<file path="src/rtl/direction_pkg.sv">
// Shared H-bridge direction codes, request classes and channel FSM states
// used by the direction/dead-time controller.
package direction_pkg;

  localparam logic [1:0] CTRL_IDLE  = 2'b00;
  localparam logic [1:0] CTRL_FWD   = 2'b01;
  localparam logic [1:0] CTRL_REV   = 2'b10;
  localparam logic [1:0] CTRL_BRAKE = 2'b11;

  typedef enum logic [1:0] {
    REQ_ZERO,
    REQ_FWD,
    REQ_REV
  } req_t;

  typedef enum logic [2:0] {
    IDLE,
    STOP,
    FWD,
    REV,
    DEAD
  } state_t;

endpackage

</file>
<file path="src/rtl/direction_deadtime_ch.sv">
// One motor channel: classifies the signed-magnitude velocity word and walks
// the bridge through brake/dead-time so it never flips direction directly.
module direction_deadtime_ch
  import direction_pkg::*;
#(
  parameter int W           = 32,
  parameter int DEADBAND    = 0,
  parameter int DEAD_CYCLES = 50000
) (
  input  logic         clk,
  input  logic         reset,
  input  logic         enable,
  input  logic [W-1:0] velocity,
  output logic [1:0]   control,
  output logic         reversing
);

  localparam int              CW        = $clog2(DEAD_CYCLES + 1);
  localparam logic [CW-1:0]   DEAD_LOAD = CW'(DEAD_CYCLES - 1);
  localparam logic [W-2:0]    DB        = (W-1)'(DEADBAND);

  state_t        state;
  logic [CW-1:0] count;
  req_t          req;

  // Sign is ignored inside the deadband, so -0 counts as a zero request.
  always_comb begin
    req = REQ_ZERO;
    if (velocity[W-2:0] > DB) begin
      req = velocity[W-1] ? REQ_REV : REQ_FWD;
    end
  end

  always_ff @(posedge clk) begin
    if (reset || !enable) begin
      state     <= IDLE;
      count     <= '0;
      control   <= CTRL_IDLE;
      reversing <= 1'b0;
    end else begin
      case (state)
        IDLE, FWD, REV: begin
          if (req == REQ_ZERO) begin
            state     <= STOP;
            control   <= CTRL_BRAKE;
            reversing <= 1'b0;
          end else if (!((state == FWD && req == REQ_FWD) ||
                         (state == REV && req == REQ_REV))) begin
            state     <= DEAD;
            count     <= DEAD_LOAD;
            control   <= CTRL_BRAKE;
            reversing <= 1'b1;
          end
        end
        // Already braked, so a new direction can be entered without dead-time.
        STOP: begin
          if (req == REQ_FWD) begin
            state   <= FWD;
            control <= CTRL_FWD;
          end else if (req == REQ_REV) begin
            state   <= REV;
            control <= CTRL_REV;
          end
        end
        // The latest non-zero request is the target; it never reloads the count.
        DEAD: begin
          if (req == REQ_ZERO) begin
            state     <= STOP;
            count     <= '0;
            control   <= CTRL_BRAKE;
            reversing <= 1'b0;
          end else if (count == '0) begin
            state     <= (req == REQ_FWD) ? FWD : REV;
            control   <= (req == REQ_FWD) ? CTRL_FWD : CTRL_REV;
            reversing <= 1'b0;
          end else begin
            count <= count - 1'b1;
          end
        end
        default: begin
          state     <= IDLE;
          count     <= '0;
          control   <= CTRL_IDLE;
          reversing <= 1'b0;
        end
      endcase
    end
  end

endmodule

</file>
<file path="src/rtl/direction_deadtime_ctrl.sv">
// Multi-channel direction controller: one independent dead-time channel per
// wheel, with the velocity and code buses sliced per channel.
module direction_deadtime_ctrl #(
  parameter int NCH         = 4,
  parameter int W           = 32,
  parameter int DEADBAND    = 0,
  parameter int DEAD_CYCLES = 50000
) (
  input  logic             DIRECTION_DEADTIME_CTRL_CLOCK_50,
  input  logic             DIRECTION_DEADTIME_CTRL_RESET_InHigh,
  input  logic             DIRECTION_DEADTIME_CTRL_ENABLE_In,
  input  logic [NCH*W-1:0] DIRECTION_DEADTIME_CTRL_W_InBus,
  output logic [2*NCH-1:0] DIRECTION_DEADTIME_CTRL_CONTROL_OutBus,
  output logic [NCH-1:0]   DIRECTION_DEADTIME_CTRL_REVERSING_OutBus
);

  for (genvar k = 0; k < NCH; k++) begin : g_ch
    direction_deadtime_ch #(
      .W           (W),
      .DEADBAND    (DEADBAND),
      .DEAD_CYCLES (DEAD_CYCLES)
    ) u_ch (
      .clk       (DIRECTION_DEADTIME_CTRL_CLOCK_50),
      .reset     (DIRECTION_DEADTIME_CTRL_RESET_InHigh),
      .enable    (DIRECTION_DEADTIME_CTRL_ENABLE_In),
      .velocity  (DIRECTION_DEADTIME_CTRL_W_InBus[k*W +: W]),
      .control   (DIRECTION_DEADTIME_CTRL_CONTROL_OutBus[2*k +: 2]),
      .reversing (DIRECTION_DEADTIME_CTRL_REVERSING_OutBus[k])
    );
  end

endmodule

</file>
<file path="config.mk">
export PLATFORM = sky130hd
export DESIGN_NAME = direction_deadtime_ctrl
export DESIGN_NICKNAME = d
export VERILOG_FILES = /design/src/rtl/direction_pkg.sv /design/src/rtl/direction_deadtime_ch.sv /design/src/rtl/direction_deadtime_ctrl.sv
export SDC_FILE = /design/constraint.sdc
export NUM_CORES = 1
export LEC_CHECK = 0
export CAP_MARGIN = 10
export CORE_UTILIZATION = 43
export DETAILED_ROUTE_END_ITERATION = 12
export PLACE_DENSITY = 0.83
export SYNTH_ARGS = -nofsm -noshare
export SYNTH_HDL_FRONTEND = slang
export SYNTH_SLANG_ARGS = --single-unit
</file>
<file path="constraint.sdc">
create_clock -name DIRECTION_DEADTIME_CTRL_CLOCK_50 -period 1.9 [get_ports DIRECTION_DEADTIME_CTRL_CLOCK_50]
set_clock_uncertainty 0.05 [all_clocks]
set_input_delay 0.285 -clock DIRECTION_DEADTIME_CTRL_CLOCK_50 [delete_from_list [all_inputs] [get_ports DIRECTION_DEADTIME_CTRL_CLOCK_50]]
set_output_delay 0.285 -clock DIRECTION_DEADTIME_CTRL_CLOCK_50 [all_outputs]
set_load 0.02 [all_outputs]
</file>
==> reports/metrics.yaml <==
status: "finished with violations"
failed_checks: "negative setup slack"
crit_path_end_kind: "flip-flop"
hold_ws_ns: 0.4236
place_hpwl_microns: 13870
core-area_sq_um: 12770
wl_per_cell_microns: 22.18
finalPower_mw: 6.144
cts_tree: "yes"
grt_pass1_wl_microns: 31430
insertedDiodeCount: 0
htree_levels: 3
place.gp.congestion: 0.9228
cap_violations: 0
insertion_delay_ns: 0.37
syn_inst: 746
numCtsBuffers: 9
synth_ff_type: "dfxtp_1"
maxSlewViolCount: 0
synth.ff_latch_count: 88
clockBufferDepth: 2
first_global_vias: 7028
fmax_ghz: 0.4570
path_clk_slew_ns: 0.07
die_area_sq_um: 13680
via_count: 8281
die_x_microns: 117.0
num-nets-final: 1188
synth_fp_nets: 885
start_util_pct: 44.50
netlist_area_sq_um: 5684
netlist_top_cells_area: "dfxtp_1 31%, a21oi_1 6.2%, o21ai_0 4.8%, nor4_1 4.4%, nor2_1 4.1%"
worst_slack_ns: -0.2884
setup-violations-final: 64
rsz0062_at_grt: "true"
fin_util_pct: 79.09
tightest_slew_ns: 0.6252
critical_path_arrival_ns: 2.40
areaGrowthSynthToFinish_pct: 77.72
cts_sinks: 88
p_leak_nw: 4.638
drive_above_1_share_pct: 36.05
io_buffers: 142
async_flop_share_pct: 0
cts-root-buf: "clkbuf_16"
ant_nets: 0
detail_route.iter0.violations: 1334
hold_path.class: "flip-flop to flip-flop"
synth_top_cell_area_share_pct: 30.99
yosysSeqAreaShare_pct: 30.99
worstPathRequired_ns: 2.11
p_per_area_nw_per_um2: 608.2
nFillCells: 669
critPathLaunchType: "flip-flop"
totalWireLength_microns: 27190
criticalPathCategory: "flip-flop to flip-flop"
grtUsageTotal_pct: 28.60
num_rows: 41
drt_first_pass_iters: 7
yosys.area.top_type: "dfxtp_1"
die_h_microns: 117.0
overflow: 0
ys.warnings.count: 0
synth.distinct_cells: 81
avgSynthCellArea_sq_um: 7.620
crit_fanout: 5
period_share_pct: 115.2
hold_viol: 0
num_io_pins: 143
drc_errors: 0
synth_edf_count: 0
peakVddDrop_mv: 0.4903
grt_max_degree: 18
fin_crit_ns: 2.188
vias_per_cell: 6.754
antenna_found_initial: 0
relSlewSlack_pct: 57.94
## synth_stat cells, types with 4 or more instances
master,count
a21oi_1,70
a211oi_1,6
and3_1,6
o221a_2,9
or3_1,8
buf_4,4
a32o_1,11
nand2_1,58
and2_1,6
o21a_1,6
dfxtp_1,88
nor2b_1,7
or4_1,5
ha_1,8
a311oi_1,9
nor3_1,44
nand2b_1,10
nor4b_1,4
nand4_1,13
a31oi_1,9
xnor2_1,6
o31ai_1,8
and4_1,7
buf_2,9
o211ai_1,12
nand3_1,23
nor2_1,62
clkbuf_1,29
o22ai_1,7
nand3b_1,6
o21ai_0,54
inv_1,23
nor4_1,40
a221oi_1,4
## path summary, 6_finish.rpt
| check | from | to | slack [ns] | cells after the start |
|---|---|---|---|---|
| worst max-delay path | g_ch[0].u_ch.count[1] | g_ch[0].u_ch.count[15] | -0.29 | 6 |
| worst min-delay path | g_ch[0].u_ch.control[0] | g_ch[0].u_ch.control[0] | 0.42 | 2 |
| worst max register to register | g_ch[0].u_ch.count[1] | g_ch[0].u_ch.count[15] | -0.29 | 6 |
| worst min register to register | g_ch[0].u_ch.control[0] | g_ch[0].u_ch.control[0] | 0.42 | 2 |
## area by class of cell
| class | instances | area [sq um] | area share (%) |
|---|---|---|---|
| Multi-Input combinational cell | 588 | 4482 | 44.36 |
| Clock inverter | 6 | 70.07 | 0.6936 |
| Sequential cell | 88 | 1778 | 17.60 |
| Inverter | 26 | 97.59 | 0.9661 |
| Timing Repair Buffer | 336 | 3231 | 31.98 |
| Clock buffer | 10 | 229.0 | 2.267 |
| Tap cell | 172 | 215.2 | 2.130 |
## logic make-up after synthesis
kind of cell	Yosys count	synth area share (%)
adder cells (fa/ha/maj)	8	1.761
multiplexers	2	0.3522
AO/OA/AOI/OAI	250	29.96
flip-flops	88	30.99
XOR/XNOR	6	0.9245
buffers and inverters	70	5.106
AND/OR/NAND/NOR	322	30.90
## placed cells by master, fill, tap and decap left out, drive strengths merged, types with 8 or more instances in the layout
master           n
buf            194
o211ai          12
dlymetal6s2s    92
a32o            11
a311oi           9
a21oi           70
nor3            46
nand3           24
nor2            63
o21ai           60
nand4           14
inv             24
nand2           58
clkdlybuf4s50   41
dlygate4sd2      9
nand2b          10
dfxtp           88
or3             10
a31oi            9
o31ai            8
clkbuf          10
o221a            9
ha               8
nor4            43
## state kept, by name, summed over array words and instances (netlist names)
register,flops
g_ch.u_ch.control,8
g_ch.u_ch.count,64
g_ch.u_ch.reversing,4
g_ch.u_ch.state,12
## layer usage
| layer | part of all wire (%) | GRT usage [%] | up-vias |
|---|---|---|---|
| met5 | 0.092 | 0 | - |
| met1 | 35 | 33.90 | 3873 |
| met3 | 9.5 | 4.377 | 231 |
| li1 | - | - | 3483 |
| met2 | 48 | 50.89 | 692 |
| met4 | 6.6 | 13.08 | 2 |
## what timing repair did
item	CTS	global route
endpoints found under the setup margin	73	83
setup buffers	7	17
hold buffers	0	0
endpoints found under the hold margin	0	0
resized for setup	72	233
pin swaps	38	106
## stage by stage
step	TNS, ns	instances	worst slack [ns]	cell area (sq um)
after detailed placement	-33.38	1190	-0.5906	8554
after floorplan	-0.09837	746	-0.03741	5748
after CTS	-0.1093	1213	-0.07675	9154
final	-5.330	1226	-0.2884	10100
after global routing	-13.24	1226	-0.3810	10100
after global placement	-27.61	1190	-0.4292	8554
## power breakdown
group	switching [mW]	internal (mW)	total, mW
Combinational	1.15	1.09	2.24
Sequential	0.102	1.95	2.05
Clock	0.836	1.02	1.86
## worst max-delay path, stage by stage, from the launching register on
cell	delay, ns
dfxtp_1	0.31
or4_4	0.57
nor3_4	0.20
nand3_4	0.13
o41ai_1	0.42
o211ai_1	0.16
a22o_2	0.24
Power figures use the tool's default switching activity.
